$ cat config.mk
export PLATFORM = sky130hd
export DESIGN_NAME = hazard_ctrl_unit
export DESIGN_NICKNAME = d
export VERILOG_FILES = /design/src/rtl/hazard_ctrl_unit.sv
export SDC_FILE = /design/constraint.sdc
export NUM_CORES = 1
export LEC_CHECK = 0
export BUFFER_PORTS_ARGS = -buffer_cell sky130_fd_sc_hd__clkbuf_2
export CAP_MARGIN = 20
export CELL_PAD_IN_SITES_DETAIL_PLACEMENT = 1
export CELL_PAD_IN_SITES_GLOBAL_PLACEMENT = 1
export CORE_MARGIN = 2
export CORE_UTILIZATION = 37
export DETAILED_ROUTE_END_ITERATION = 10
export PLACE_DENSITY_LB_ADDON = 0.1
export SLEW_MARGIN = 20
export SYNTH_ARGS = -nofsm -noshare
export SYNTH_HDL_FRONTEND = slang
export SYNTH_SLANG_ARGS = --single-unit
$ cat constraint.sdc
create_clock -name clk -period 4.53 [get_ports clk]
set_input_delay 0.906 -clock clk [delete_from_list [all_inputs] [get_ports clk]]
set_output_delay 0.906 -clock clk [all_outputs]
set_load 0.01 [all_outputs]
$ cat src/rtl/hazard_ctrl_unit.sv
// Pipeline hazard controller: load-use bubbles, memory-wait freeze with timeout, multi-cycle branch flush.
// Optional stalled-cycle counter enabled by defining HAZ_STALL_CNT_EN.
module hazard_ctrl_unit #(
  parameter int REG_AW      = 5,
  parameter int FLUSH_DEPTH = 1,
  parameter int MEM_TIMEOUT = 255,
  parameter int CNT_W       = 16
) (
  input  logic              clk,
  input  logic              rst,
  input  logic [REG_AW-1:0] id_rs,
  input  logic [REG_AW-1:0] id_rt,
  input  logic              id_uses_rt,
  input  logic [REG_AW-1:0] idex_rt,
  input  logic              idex_mem_read,
  input  logic              mem_req,
  input  logic              mem_ready,
  input  logic              branch_taken,
  input  logic              stall_cnt_clr,
  output logic              pc_write,
  output logic              ifid_write,
  output logic              idex_bubble,
  output logic              ifid_flush,
  output logic              pipe_hold,
  output logic              mem_timeout,
  output logic [CNT_W-1:0]  stall_cnt
);

  localparam logic [3:0]  FLUSH_INIT = 4'(FLUSH_DEPTH - 1);
  localparam logic [11:0] WAIT_MAX   = 12'(MEM_TIMEOUT);

  logic [3:0]  flush_cnt_q, flush_cnt_d;
  logic [11:0] wait_cnt_q, wait_cnt_d;
  logic        mem_timeout_q, mem_timeout_d;
  logic        mem_wait;
  logic        load_use;

  assign mem_wait = mem_req & ~mem_ready;
  // A load into $zero never creates a dependency; during a flush the ID slot is a dead instruction.
  assign load_use = idex_mem_read & (idex_rt != '0) &
                    ((idex_rt == id_rs) | (id_uses_rt & (idex_rt == id_rt))) &
                    (flush_cnt_q == 4'd0);

  always_comb begin
    pc_write    = 1'b1;
    ifid_write  = 1'b1;
    idex_bubble = 1'b0;
    ifid_flush  = 1'b0;
    pipe_hold   = 1'b0;
    flush_cnt_d = flush_cnt_q;
    if (mem_wait) begin
      pc_write   = 1'b0;
      ifid_write = 1'b0;
      pipe_hold  = 1'b1;
    end else if (load_use) begin
      pc_write    = 1'b0;
      ifid_write  = 1'b0;
      idex_bubble = 1'b1;
    end else if (flush_cnt_q != 4'd0) begin
      ifid_flush  = 1'b1;
      flush_cnt_d = flush_cnt_q - 4'd1;
    end else if (branch_taken) begin
      ifid_flush  = 1'b1;
      flush_cnt_d = FLUSH_INIT;
    end
  end

  always_comb begin
    wait_cnt_d = 12'd0;
    if (mem_wait) begin
      wait_cnt_d = (wait_cnt_q == WAIT_MAX) ? wait_cnt_q : wait_cnt_q + 12'd1;
    end
    mem_timeout_d = mem_timeout_q | (mem_wait & (wait_cnt_d == WAIT_MAX));
  end

  always_ff @(posedge clk) begin
    if (rst) begin
      flush_cnt_q   <= 4'd0;
      wait_cnt_q    <= 12'd0;
      mem_timeout_q <= 1'b0;
    end else begin
      flush_cnt_q   <= flush_cnt_d;
      wait_cnt_q    <= wait_cnt_d;
      mem_timeout_q <= mem_timeout_d;
    end
  end

  assign mem_timeout = mem_timeout_q;

`ifdef HAZ_STALL_CNT_EN
  logic [CNT_W-1:0] stall_cnt_q, stall_cnt_d;

  // Clear takes precedence over a stall in the same cycle.
  always_comb begin
    stall_cnt_d = stall_cnt_q;
    if (stall_cnt_clr) begin
      stall_cnt_d = '0;
    end else if (!pc_write && (stall_cnt_q != '1)) begin
      stall_cnt_d = stall_cnt_q + 1'b1;
    end
  end

  always_ff @(posedge clk) begin
    if (rst) begin
      stall_cnt_q <= '0;
    end else begin
      stall_cnt_q <= stall_cnt_d;
    end
  end

  assign stall_cnt = stall_cnt_q;
`else
  logic unused_stall_cnt_clr;
  assign unused_stall_cnt_clr = stall_cnt_clr;
  assign stall_cnt            = '0;
`endif

endmodule

Word-level counts from Yosys, hierarchy flattened. Cells that the tools add are included.

Bits in registers: 17. Bits in latches: 0. Bits in writable memories: 0. ROM bits: 0. Input bits: 23. Output and inout port bits: 22. Logic and storage cells: 38. Memories: 0.

Add/subtract/negate cells: 2. $mul: 0. Divide/modulo/power cells: 0. Magnitude comparators: 0. Equality and inequality tests: 4. Shift operators: 0. Mux-type cells: 13. Bitwise logic cells: 11. Reductions and logical operators: 5.

Operators with widths (count): equality test 12 x 8 -> 1 bit (second input constant) (2); two-way mux 12 bit (2); adder 12 x 1 -> 12 bit (second input constant) (1); equality test 5 bit (2); two-way mux 1 bit (9); two-way mux 4 bit (2); AND 1 bit (6); nonzero test 5 bit (1); zero test 4 bit (1); nonzero test 4 bit (1); subtractor 4 x 1 -> 4 bit (second input constant) (1); inverter 1 bit (3); AND reduction 3 bit (1); OR 1 bit (2); nonzero test 2 bit (1).

Longest topological paths before layout.
Depth after elaboration: 7. Gate-level depth with buffers: 8.

Worst setup path before layout. OpenSTA, ideal clock, no wires.

Kind: input -> output. From: input idex_rt[1]. To: output pc_write. Arrival: 2.110 ns. Data required time: 3.624 ns. Path slack: 1.514 ns. Stages: 5. Buffers on the path: 1. Cells stage by stage: or4_1 -> o21ai_0 -> nor2_1 -> a21oi_1 -> buf_4.

Cells in the longest elaborated chain, start to end: 7. Elaborated cells on any way between the ends: 10.

RTL lines: start, declared (RTL line 14) `input logic [REG_AW-1:0] idex_rt,`; equality test 5 bit (RTL line 41) `((idex_rt == id_rs) | (id_uses_rt & (idex_rt == id_rt))) &`; AND 1 bit (RTL line 41); OR 1 bit (RTL line 41); AND 1 bit * (RTL line 40) `assign load_use = idex_mem_read & (idex_rt != '0) &`; AND 1 bit * (RTL line 41); two-way mux 1 bit * (2 in a row); end, declared (RTL line 20) `output logic pc_write,`.

Mark *: on every way between the ends. The rest lies on a longest branch, timed or not.

Worst setup path after layout.
From: input idex_rt[1]. To: output pc_write.

Cells in the longest elaborated chain, start to end: 7. Elaborated cells on any way between the ends: 10.

RTL lines: equality test 5 bit (RTL line 41); AND 1 bit (RTL line 41); OR 1 bit (RTL line 41); AND 1 bit * (RTL line 40); AND 1 bit * (RTL line 41); two-way mux 1 bit * (RTL line 55) `end else if (load_use) begin`; two-way mux 1 bit * (RTL line 51) `if (mem_wait) begin`.

Marked as above.

==> impl_metrics.tcl <==
set metrics [dict create \
    status "complete, no violations" \
    fin_skew_ns 0.00229 \
    gr-usage-all-layers_pct 16.5 \
    drv_cap 0 \
    cts_buffer_depth 2 \
    port_buffers 27 \
    period_share_pct 69.0 \
    cts_resized 0 \
    cts_root_buffer "clkbuf_4" \
    initial_core_util_pct 38.7 \
    tightest_slew_ns 0.620 \
    dpl.hpwl_mm 2.12 \
    syn_inst 144 \
    hold_path_class "reg -> reg" \
    fin_crit_ns 3.13 \
    insertion_delay_ns 0.29 \
    synth-xor-area-share_pct 11.9 \
    synth.yosys.seq_area_share_pct 28.8 \
    grt_pass1_vias 1030 \
    synth_compound_area_share_pct 12.5 \
    fmax_mhz 320 \
    grt_overflow 0 \
    worstPathArrival_ns 2.22 \
    syn-cell-area_mm2 0.00118 \
    synth_top_area_share_pct 28.8 \
    finalSetupViolations 0 \
    critPathKind "in -> out" \
    synthAdderAreaFrac_pct 1.06 \
    slew_headroom_pct 58.3 \
    drv_slew 0 \
    first_pass_iters 4 \
    critPathMaxFanout 3 \
    dp_slack_ns 1.41 \
    finalHoldViolCount 0 \
    synthFlopType "dfxtp_1" \
    synth_area_leader_cell "dfxtp_1" \
    final_cell_mix "27 x clkbuf_2, 17 x dfxtp_1, 16 x conb_1, 13 x nor2_1, 11 x nand2_1" \
    dieArea_mm2 0.00366 \
    gp_congestion 0.773 \
    yosys.area_share.simple_pct 29.2 \
    layout-drive-gt1-share_pct 23.1 \
    p_per_area_mw_per_mm2 210 \
    p_leak_nw 0.526 \
    cts_tree "built" \
    final.setup.tns_ns 0 \
    antenna_found_initial 0 \
    synth-async-reset-ratio_pct 0 \
    ant_nets 0 \
    syn_avg_cell_area_um2 8.21 \
    finalCoreUtilization_pct 42.6 \
    required_ns 3.62 \
    regArea_um2 340 \
    synth_area_leaders "dfxtp_1 29%, buf_4 11%, xor2_1 7.4%" \
    critPathLaunchType "input port" \
    synth-edff-count 0 \
    die_w_um 60.5 \
    setup_slack_ns 1.40 \
    wire_per_inst_um 12.5 \
    muxShareOfSynthArea_pct 1.80 \
    die_height_um 60.5 \
    rows 20 \
    cts_sinks 17 \
    n_fill_cell 405 \
    io_pins 45 \
    numCtsBuffers 3 \
    rsz0062_at_grt "false" \
    via_per_inst 4.87 \
    syn2layout_area_growth_pct 9.95 \
    cts-hold-fix-buffers 0 \
    ys_ff_latch 17 \
    grt_pass1_wl_mm 4.44 \
    grt_start_max_net_pins 11 \
    htree_levels 1 \
    ys_types 44 \
    yosysWarningCount 0 \
    cts_setup_buffers 0 \
    synth_top_family_by_area "simple AND/OR/NAND/NOR gates" \
    post-route-drc-count 0 \
    vias 1037 \
    num_antenna_cells 0 \
    layout_commonest_cell "clkbuf_2" \
    place_inst 209 \
    nNetsFinal 194 \
    first_iter_violations 25 \
    core_mm2 0.00305 \
    worst_setup_path_end_kind "output port" \
    routed_wl_mm 2.67 \
    instances_no_fill 213 \
    multiInputGateArea_um2 727 \
    cts.clk_slew.worst_paths_ns 0.10 \
    ir_drop_mv 0.171 \
]
[per-stage QoR]
step	power, mW	hold slack [ns]	instance area, um2
floorplan	0.186	0.444	1240
global placement	0.192	0.468	1270
detailed placement	0.194	0.472	1270
CTS	0.277	0.497	1300
global route	0.290	0.530	1300
finish	0.273	0.488	1300
[worst max-delay path, cell delays in order]
cell,delay [ns]
clkbuf_2,0.11
or4_1,0.53
o21ai_0,0.22
nor2_1,0.09
a21oi_1,0.19
clkbuf_2,0.17
[cells by family (layout without fill, tap and decap cells)]
logic type | Yosys count | after routing
simple gates | 61 | 61
buf+inv | 25 | 35
compound gates | 21 | 21
flops | 17 | 17
xor+xnor | 16 | 16
mux | 2 | 2
fa+ha+maj | 1 | 1
other cells | 1 | 16
[power by group]
group | total, mW | internal (mW) | switching [mW] | leakage, nW
combinational | 0.0391 | 0.0153 | 0.0237 | 0.371
clock | 0.0828 | 0.0328 | 0.0499 | 0.0177
sequential | 0.151 | 0.150 | 0.00102 | 0.137
total | 0.273 | 0.198 | 0.0747 | 0.526
[sequential cells by signal, indices dropped and copies added (netlist names)]
register,flops
wait_cnt_q,12
mem_timeout,1
flush_cnt_q,4
[cell usage after synthesis, types with 3 or more instances]
master / instances
buf_4: 18
dfxtp_1: 17
nor2_1: 13
nand2_1: 11
xor2_1: 10
nor3_1: 7
xnor2_1: 6
a21oi_1: 5
nand3_1: 5
o21ai_0: 5
and3_1: 3
inv_1: 3
nand4_1: 3
nor3b_1: 3
nor4_1: 3
[path summary, 6_finish.rpt]
| path | from | to | slack [ns] | cells past startpoint |
|---|---|---|---|---|
| min | mem_timeout | mem_timeout | 0.49 | 1 |
| min reg2reg | mem_timeout | mem_timeout | 0.49 | 1 |
| max | idex_rt[1] | pc_write | 1.40 | 6 |
| max reg2reg | wait_cnt_q[0] | mem_timeout | 2.25 | 6 |
[per-layer routing]
layer | part of all wire [%] | global-route usage, % | vias to the layer above | routed length, um
met5 | 0 | 0 | - | 0
met4 | 0.67 | 6.52 | 0 | 18
met3 | 4.7 | 2.56 | 2 | 126
met2 | 50 | 30.1 | 27 | 1330
met1 | 45 | 19.4 | 480 | 1200
li1 | - | - | 528 | -
[area by class of cell]
type / count / share of cell area (%)
Inverter: 4 / 1.15
Multi-Input combinational cell: 117 / 55.9
Timing Repair Buffer: 27 / 10.4
Clock inverter: 1 / 0.385
Tap cell: 44 / 4.23
Sequential cell: 17 / 26.2
Clock buffer: 3 / 1.73
(Power assumes the default switching activity.)
